`src/rtl/gray_counter.sv`:
```
// Up/down counter that registers both the binary count and its Gray encoding on the same edge.
// This suits it for CDC pointers and position encoders.
module gray_counter #(
  parameter int unsigned WIDTH     = 4,
  parameter bit          SATURATE  = 1'b0,
  parameter int unsigned RESET_VAL = 0
) (
  input  logic             clk,
  input  logic             rst,
  input  logic             en,
  input  logic             up_dn,
  input  logic             load,
  input  logic [WIDTH-1:0] load_bin,
  output logic [WIDTH-1:0] bin_out,
  output logic [WIDTH-1:0] gray_out,
  output logic             wrap,
  output logic             at_max,
  output logic             at_min
);

  localparam logic [WIDTH-1:0] ResetBin  = RESET_VAL[WIDTH-1:0];
  localparam logic [WIDTH-1:0] ResetGray = ResetBin ^ (ResetBin >> 1);
  localparam logic [WIDTH-1:0] MaxVal    = '1;

  logic [WIDTH-1:0] bin_q, bin_d;
  logic [WIDTH-1:0] gray_q, gray_d;
  logic             wrap_q, wrap_d;

  always_comb begin
    bin_d  = bin_q;
    wrap_d = 1'b0;
    if (load) begin
      bin_d = load_bin;
    end else if (en) begin
      if (up_dn) begin
        if (bin_q == MaxVal) begin
          // At a limit a step always flags wrap; saturation only suppresses the move.
          wrap_d = 1'b1;
          if (!SATURATE) bin_d = '0;
        end else begin
          bin_d = bin_q + 1'b1;
        end
      end else begin
        if (bin_q == '0) begin
          wrap_d = 1'b1;
          if (!SATURATE) bin_d = MaxVal;
        end else begin
          bin_d = bin_q - 1'b1;
        end
      end
    end
    // Encode the next value so gray_q tracks bin_q with no extra latency.
    gray_d = bin_d ^ (bin_d >> 1);
  end

  always_ff @(posedge clk or posedge rst) begin
    if (rst) begin
      bin_q  <= ResetBin;
      gray_q <= ResetGray;
      wrap_q <= 1'b0;
    end else begin
      bin_q  <= bin_d;
      gray_q <= gray_d;
      wrap_q <= wrap_d;
    end
  end

  assign bin_out  = bin_q;
  assign gray_out = gray_q;
  assign wrap     = wrap_q;
  assign at_max   = (bin_q == MaxVal);
  assign at_min   = (bin_q == '0);

endmodule

```
`config.mk`:
```
export PLATFORM = sky130hd
export DESIGN_NAME = gray_counter
export DESIGN_NICKNAME = d
export VERILOG_FILES = /design/src/rtl/gray_counter.sv
export SDC_FILE = /design/constraint.sdc
export NUM_CORES = 1
export LEC_CHECK = 0
export ABC_AREA = 1
export CORE_MARGIN = 4
export CORE_UTILIZATION = 30
export CTS_CLUSTER_DIAMETER = 150
export DETAILED_ROUTE_END_ITERATION = 10
export SYNTH_ARGS = -nofsm -noshare
export SYNTH_HDL_FRONTEND = slang
export SYNTH_SLANG_ARGS = --single-unit
```
`constraint.sdc`:
```
create_clock -name clk -period 1.94 [get_ports clk]
set_clock_uncertainty 0.05 [all_clocks]
set_input_delay 0.582 -clock clk [delete_from_list [all_inputs] [get_ports clk]]
set_output_delay 0.582 -clock clk [all_outputs]
set_load 0.02 [all_outputs]
```
# Yosys cells after proc, flatten, opt, wreduce, memory -nomap -nowiden
# Cells that the tools add are included.
# word_totals
reg_bits	9
in_bits	9
# classes
add_sub_neg	2
n_eq_ne	1
muxes	10
bitwise_logic	1
reduce_logical	1
# ops
operator	n
2-to-1 mux 4 bit	5
2-to-1 mux 1 bit	5
adder 4 x 1 -> 4 bit, second input constant	1
== test 4 bit, second input constant	1
logical NOT 4 bit	1
subtractor 4 x 1 -> 4 bit, second input constant	1
bitwise XOR 4 x 3 -> 4 bit	1

# Longest topological paths before layout
# Gate-level depths: netlist of run 1.
# logic_depth
word_depth	6
ltp_mapped	11
depth_no_buf	11

# Worst setup path before layout of run 1
# Ideal clock, no wire load.
# synth_path
kind	register -> register
startpoint	register bin_q[0] (netlist: bin_out[0])
endpoint	register gray_q[0] (netlist: gray_out[0])
setup_ns	0.130
arrival_time_ns	1.607
slack_ns	0.154
path_stages_with_launch	11
path_buffers	0
period_less_slack_ns	1.786
path_cell_list	dfrtp_1 inv_1 ha_1 inv_1 nor3_2 nand2_1 nand2_1 nand2_1 nand2_1 nand2_2 xor2_1
# synth_via
elab_chain_cells	6
# synth_rtl
element	line_no	text
from (decl)	25	logic [WIDTH-1:0] bin_q, bin_d;
from (signal assigned)	58	bin_q <= ResetBin;
from (signal assigned)	62	bin_q <= bin_d;
logical NOT 4 bit	n/a	
net at_min	18	output logic at_min
2-to-1 mux 4 bit	44	if (bin_q == '0) begin
2-to-1 mux 4 bit	35	if (up_dn) begin
2-to-1 mux 4 bit	34	end else if (en) begin
2-to-1 mux 4 bit	32	if (load) begin
bitwise XOR 4 x 3 -> 4 bit	53	gray_d = bin_d ^ (bin_d >> 1);
net gray_d[0]	26	logic [WIDTH-1:0] gray_q, gray_d;
to (signal assigned)	59	gray_q <= ResetGray;
to (signal assigned)	63	gray_q <= gray_d;
to (decl)	26	
# The timed path passes the listed nets, and every way through them passes these cells.

# Final worst setup path of run 1
# layout_path
startpoint	register bin_q[1] (netlist: bin_out[1])
endpoint	output at_min
# layout_via
elab_chain_cells	1
# layout_rtl
element	line_no	text
logical NOT 4 bit	72	assign at_min = (bin_q == '0);
to (decl)	18	
# Every way passes these cells.

==> impl_metrics.json, run 1 <==
{
  "worst_setup_path_end_kind": "output port",
  "boundaryPins": 20,
  "grt_pass1_vias": 523,
  "timing.final.hold_violations": 0,
  "grt_antenna_before_repair": 0,
  "routabilityCongestion": 0.786,
  "crit_path_cell_trace": "inv_2, ha_4, inv_2, nor3_4, buf_6",
  "cts_num_sinks": 8,
  "worst-endpoint-required_ns": 1.31,
  "worstReg2RegStart": "bin_out[1]",
  "portion_of_the_post_synthesis_area_used_by_sequential_elements": 0.368,
  "detailroute.via_count": 556,
  "timing_max_transition_violations_final": 0,
  "grt_start_max_net_pins": 9,
  "setup_total_negative_slack_ns": 0,
  "design_power_total_w": 0.000595,
  "grt_setup_unrepaired": "true",
  "total_gr_overflow": 0,
  "drive_gt1_frac": 0.288,
  "timing.rr.end": "gray_out[0]",
  "finalWirelength_um": 1390,
  "post-route-min-period_ns": 1.93,
  "layout.nets": 117,
  "initial_utilization": 0.315,
  "max-cap-violations": 0,
  "leakagePower_nw": 0.447,
  "detail_route.drc_violations": 0,
  "ir_worst_vdd_mv": 0.316,
  "core.rowCount": 15,
  "fp.coreArea_um2": 1730,
  "max-clock-path-buffers": 2,
  "numCtsBuffers": 3,
  "grt_first_pass_wirelength_um": 2300,
  "max-slew-margin-rel": 0.789,
  "layout.cells.most_common_list": "nand2_1 (15), inv_1 (12), clkdlybuf4s50_1 (12), buf_4 (12)",
  "timing.final.setup_violations": 0,
  "viasPerCell": 4.31,
  "yosys_synthesis_warning_count": 0,
  "cts_tree": "done",
  "syn_avg_cell_area_um2": 7.56,
  "numPlacedInstances": 125,
  "post_layout_nonfiller_instances": 129,
  "mostFrequentLayoutCell": "nand2_1",
  "first_pass_iters": 2,
  "die_height_um": 50.6,
  "final_antenna_net_count": 0,
  "worst_setup_path_start_kind": "register",
  "worst_ep_arrival_time_ns": 1.30,
  "cts-htree-levels": 1,
  "crit_path_frequent_cell": "inv_2",
  "die-area_um2": 2560,
  "syn-num-nets": 83,
  "post-dp-hpwl_um": 1110,
  "clock_tree.root_cell": "clkbuf_4",
  "cpPeakStageDelay_ns": 0.41,
  "ff2ff_path_depth": 10,
  "num_antenna_cells": 0,
  "final.period_utilization": 0.994,
  "r2r_setup_slack_ns": 0.34,
  "cell_area_after_technology_mapping_um2": 544,
  "synthCells": 72,
  "die_w_um": 50.6,
  "clk_pin_slew_worst_paths_ns": 0.06,
  "tightest_slew_ns": 0.317,
  "insertion_delay_ns": 0.25,
  "power_density_over_the_cells_nw_per_um2": 686,
  "area_added_between_synthesis_and_finish_pct": 59.5,
  "drt-initial-drc-count": 2,
  "hold_path_class": "in -> async",
  "io_port_bufs": 19,
  "synth_cell_types": 20,
  "worstPathMaxFanout": 3,
  "wl_per_cell_um": 10.8,
  "worst-setup-path-type": "reg -> out",
  "cts_hold_repair.buffers": 0,
  "run_status": "finished clean",
  "clock.fmax_ghz": 0.518,
  "track_usage": 0.120,
  "ys_seq_elements": 8,
  "cpMaxStageDelayCell": "dfrtp_1"
}
-- worst max-delay path by stage --
stage | to | slack, ns | cells past startpoint | from
2_1_floorplan | gray_out[0] | 0.15 | 10 | bin_out[0]
3_3_place_gp | at_min | -0.11 | 5 | bin_out[0]
3_5_place_dp | at_min | -0.13 | 5 | bin_out[0]
4_1_cts | at_max | 0.01 | 4 | bin_out[0]
5_1_grt | at_min | -0.05 | 5 | bin_out[1]
6_report | at_min | 0.01 | 5 | bin_out[1]
-- state kept, by name, indices dropped and copies added (netlist names) --
register and count:
bin_out 4, gray_out 3, wrap 1
-- repair_timing --
item / CTS / global route
pin swaps: 0 / 2
resized for setup: 11 / 9
setup buffers: 0 / 1
endpoints found under the setup margin: 7 / 2
-- cells by family after synthesis --
kind of cell,share of synthesized area
adder cells (fa/ha/maj),0.0460
flip-flops,0.368
AO/OA/AOI/OAI,0.0897
AND/OR/NAND/NOR,0.303
buffers and inverters,0.145
XOR/XNOR,0.0483
-- through the flow --
step / utilization / hold WS [ns] / worst slack [ns] / instance area (um^2)
floorplan: - / 0.348 / 0.154 / 544
global placement: 0.480 / 0.609 / -0.106 / 830
detailed placement: 0.480 / 0.622 / -0.134 / 830
CTS: 0.487 / 0.528 / 0.0114 / 841
global route: 0.503 / 0.552 / -0.0459 / 868
finish: 0.503 / 0.520 / 0.0112 / 868
-- where the power goes --
group	switching, W	internal (W)
combinational	0.000135	0.000122
sequential	0.0000159	0.000190
clock	0.0000614	0.0000711
-- routing by layer --
layer | global-route usage | vias up | wire [um]
met4 | 0.0538 | 0 | 15
met1 | 0.145 | 249 | 607
met5 | 0 | - | 0
met2 | 0.200 | 15 | 691
met3 | 0.0297 | 2 | 77
li1 | - | 290 | -
-- final cells by class --
cell class	count	area, um^2
fillers	195	858
multi-input cells	46	284
repair buffers	31	270
flip-flops and latches	8	200
inverters	16	60.1
well taps	25	31.3
clock buffers	3	22.5
-- synthesized netlist by cell type --
cell | instances | share of area
nor3_2 | 1 | 0.018
inv_1 | 15 | 0.10
nand3_2 | 1 | 0.018
a22oi_2 | 1 | 0.023
a21oi_1 | 4 | 0.037
nor2_1 | 3 | 0.021
o21ai_2 | 1 | 0.016
ha_1 | 2 | 0.046
a211oi_1 | 1 | 0.014
nand3_1 | 8 | 0.074
inv_2 | 1 | 0.0069
xor2_1 | 3 | 0.048
nor2_2 | 1 | 0.012
dfrtp_1 | 8 | 0.37
nand2_1 | 15 | 0.10
buf_6 | 1 | 0.021
buf_4 | 1 | 0.014
nand2_2 | 1 | 0.012
or2_2 | 2 | 0.023
nand4_1 | 2 | 0.023
-- worst max-delay path, delay by kind of cell (launching register included) --
family,cells,cell delay [ns]
buf+inv,3,0.29
simple gates,1,0.21
fa+ha+maj,1,0.14
flops,1,0.41
Note: power is estimated with default switching activity, not from simulation.
==> run 2: changes to the inputs <==
- SKIP_LAST_GASP: default -> 1
==> impl_metrics.json, run 2 (synthesis results as in run 1) <==
{
  "timing.final.setup_violations": 0,
  "numCtsBuffers": 3,
  "post-route-min-period_ns": 1.91,
  "max-cap-violations": 0,
  "area_added_between_synthesis_and_finish_pct": 58.9,
  "boundaryPins": 20,
  "initial_utilization": 0.315,
  "drive_gt1_frac": 0.288,
  "grt_antenna_before_repair": 0,
  "power_density_over_the_cells_nw_per_um2": 687,
  "final_core_utilization": 0.501,
  "final.fill_count": 197,
  "layout.nets": 117,
  "die-area_um2": 2560,
  "numPlacedInstances": 125,
  "whs_ns": 0.520,
  "grt_start_max_net_pins": 9,
  "clock_tree.root_cell": "clkbuf_4",
  "grt_first_pass_wirelength_um": 2300,
  "insertion_delay_ns": 0.25,
  "worst_ep_arrival_time_ns": 1.28,
  "tightest_slew_ns": 0.316,
  "wl_per_cell_um": 10.6,
  "grt_util_met2": 0.200,
  "worst-setup-path-type": "reg -> out",
  "grt_setup_unrepaired": "true",
  "routabilityCongestion": 0.786,
  "run_status": "finished clean",
  "first_pass_iters": 2,
  "detailroute.via_count": 552,
  "post_layout_nonfiller_instances": 129,
  "leakagePower_nw": 0.446,
  "clock.fmax_ghz": 0.522,
  "timing.final.hold_violations": 0,
  "design_area_um2": 865,
  "total_gr_overflow": 0,
  "dpl_cell_area_um2": 830,
  "gr-usage-met3": 0.0297,
  "clk_pin_slew_worst_paths_ns": 0.06,
  "fp.coreArea_um2": 1730,
  "final_antenna_net_count": 0,
  "cts-htree-levels": 1,
  "largest_register_ffs": 4,
  "timing_max_transition_violations_final": 0,
  "max-clock-path-buffers": 2,
  "top_usage_layer": "met2",
  "cts_tree": "done",
  "dpl_worst_slack_ns": -0.134,
  "worst-endpoint-required_ns": 1.31,
  "worstPathMaxFanout": 3,
  "grt_pass1_vias": 523,
  "io_port_bufs": 19,
  "num_antenna_cells": 0,
  "detail_route.drc_violations": 0,
  "die_height_um": 50.6,
  "viasPerCell": 4.28,
  "post_layout_worst_setup_margin_ns": 0.0256,
  "layout.cells.most_common_list": "nand2_1 (15), buf_4 (13), inv_1 (12), clkdlybuf4s50_1 (12)",
  "drt-initial-drc-count": 2,
  "cts_num_sinks": 8,
  "ir_worst_vdd_mv": 0.316,
  "worst_setup_path_start_kind": "register",
  "final.period_utilization": 0.987,
  "cts_hold_repair.buffers": 0,
  "track_usage": 0.120,
  "core.rowCount": 15,
  "finalWirelength_um": 1370,
  "worst_setup_path_end_kind": "output port",
  "post-dp-hpwl_um": 1110,
  "die_w_um": 50.6,
  "hold_path_class": "in -> async",
  "mostFrequentLayoutCell": "nand2_1",
  "grtUsageMet1": 0.145,
  "max-slew-margin-rel": 0.789
}
## run 2: cell count changes in the layout (fill, tap and decap cells not counted)
cell / change
buf_6: -1
buf_4: +1
## run 2: path summary, 6_finish.rpt
kind                            start          end  slack [ns]  cells after the start
max                        bin_out[1]       at_min        0.03                      5
min                               rst  gray_out[0]        0.52                      2
max reg2reg                bin_out[1]  gray_out[0]        0.39                     10
min reg2reg                bin_out[2]         wrap        0.64                      3
max in group asynchronous         rst         wrap        1.08                      2
min in group clk           bin_out[2]         wrap        0.64                      3
## run 2: timing repair
item | CTS | global route
pin swaps | 0 | 2
gates resized for setup | 8 | 11
setup endpoints to repair | 7 | 2
setup buffers | 0 | 1
## run 2: area by class of cell
cell class                      instances  area, um^2  area share
Inverter                               16        60.1      0.0695
Tap cell                               25        31.3      0.0362
Timing Repair Buffer                   31         267       0.308
Clock buffer                            3        22.5      0.0260
Sequential cell                         8         200       0.232
Multi-Input combinational cell         46         284       0.329
## run 2: worst max-delay path, cell delays in order, from the launching register on
cell     delay (ns)
dfrtp_1        0.41
inv_2          0.10
ha_4           0.14
inv_2          0.04
nor3_4         0.18
buf_4          0.16
## run 2: per-stage QoR
| step | TNS (ns) | total power, W |
|---|---|---|
| 3_5_place_dp | -0.209 | 0.000461 |
| 3_3_place_gp | -0.190 | 0.000458 |
| 5_1_grt | -0.0500 | 0.000634 |
| 6_report | 0 | 0.000594 |
| 4_1_cts | -0.148 | 0.000589 |
| 2_1_floorplan | 0 | 0.000341 |
## run 2: layer usage
metal / vias to the layer above / part of all wire
met5: - / 0
met4: 0 / 0.011
met3: 2 / 0.056
met2: 15 / 0.49
met1: 245 / 0.45
li1: 290 / -
## run 2: power by group
part | switching [W] | total (W) | internal (W)
logic | 0.000134 | 0.000255 | 0.000122
registers | 0.0000159 | 0.000206 | 0.000190
clock network | 0.0000614 | 0.000133 | 0.0000711
total | 0.000211 | 0.000594 | 0.000383
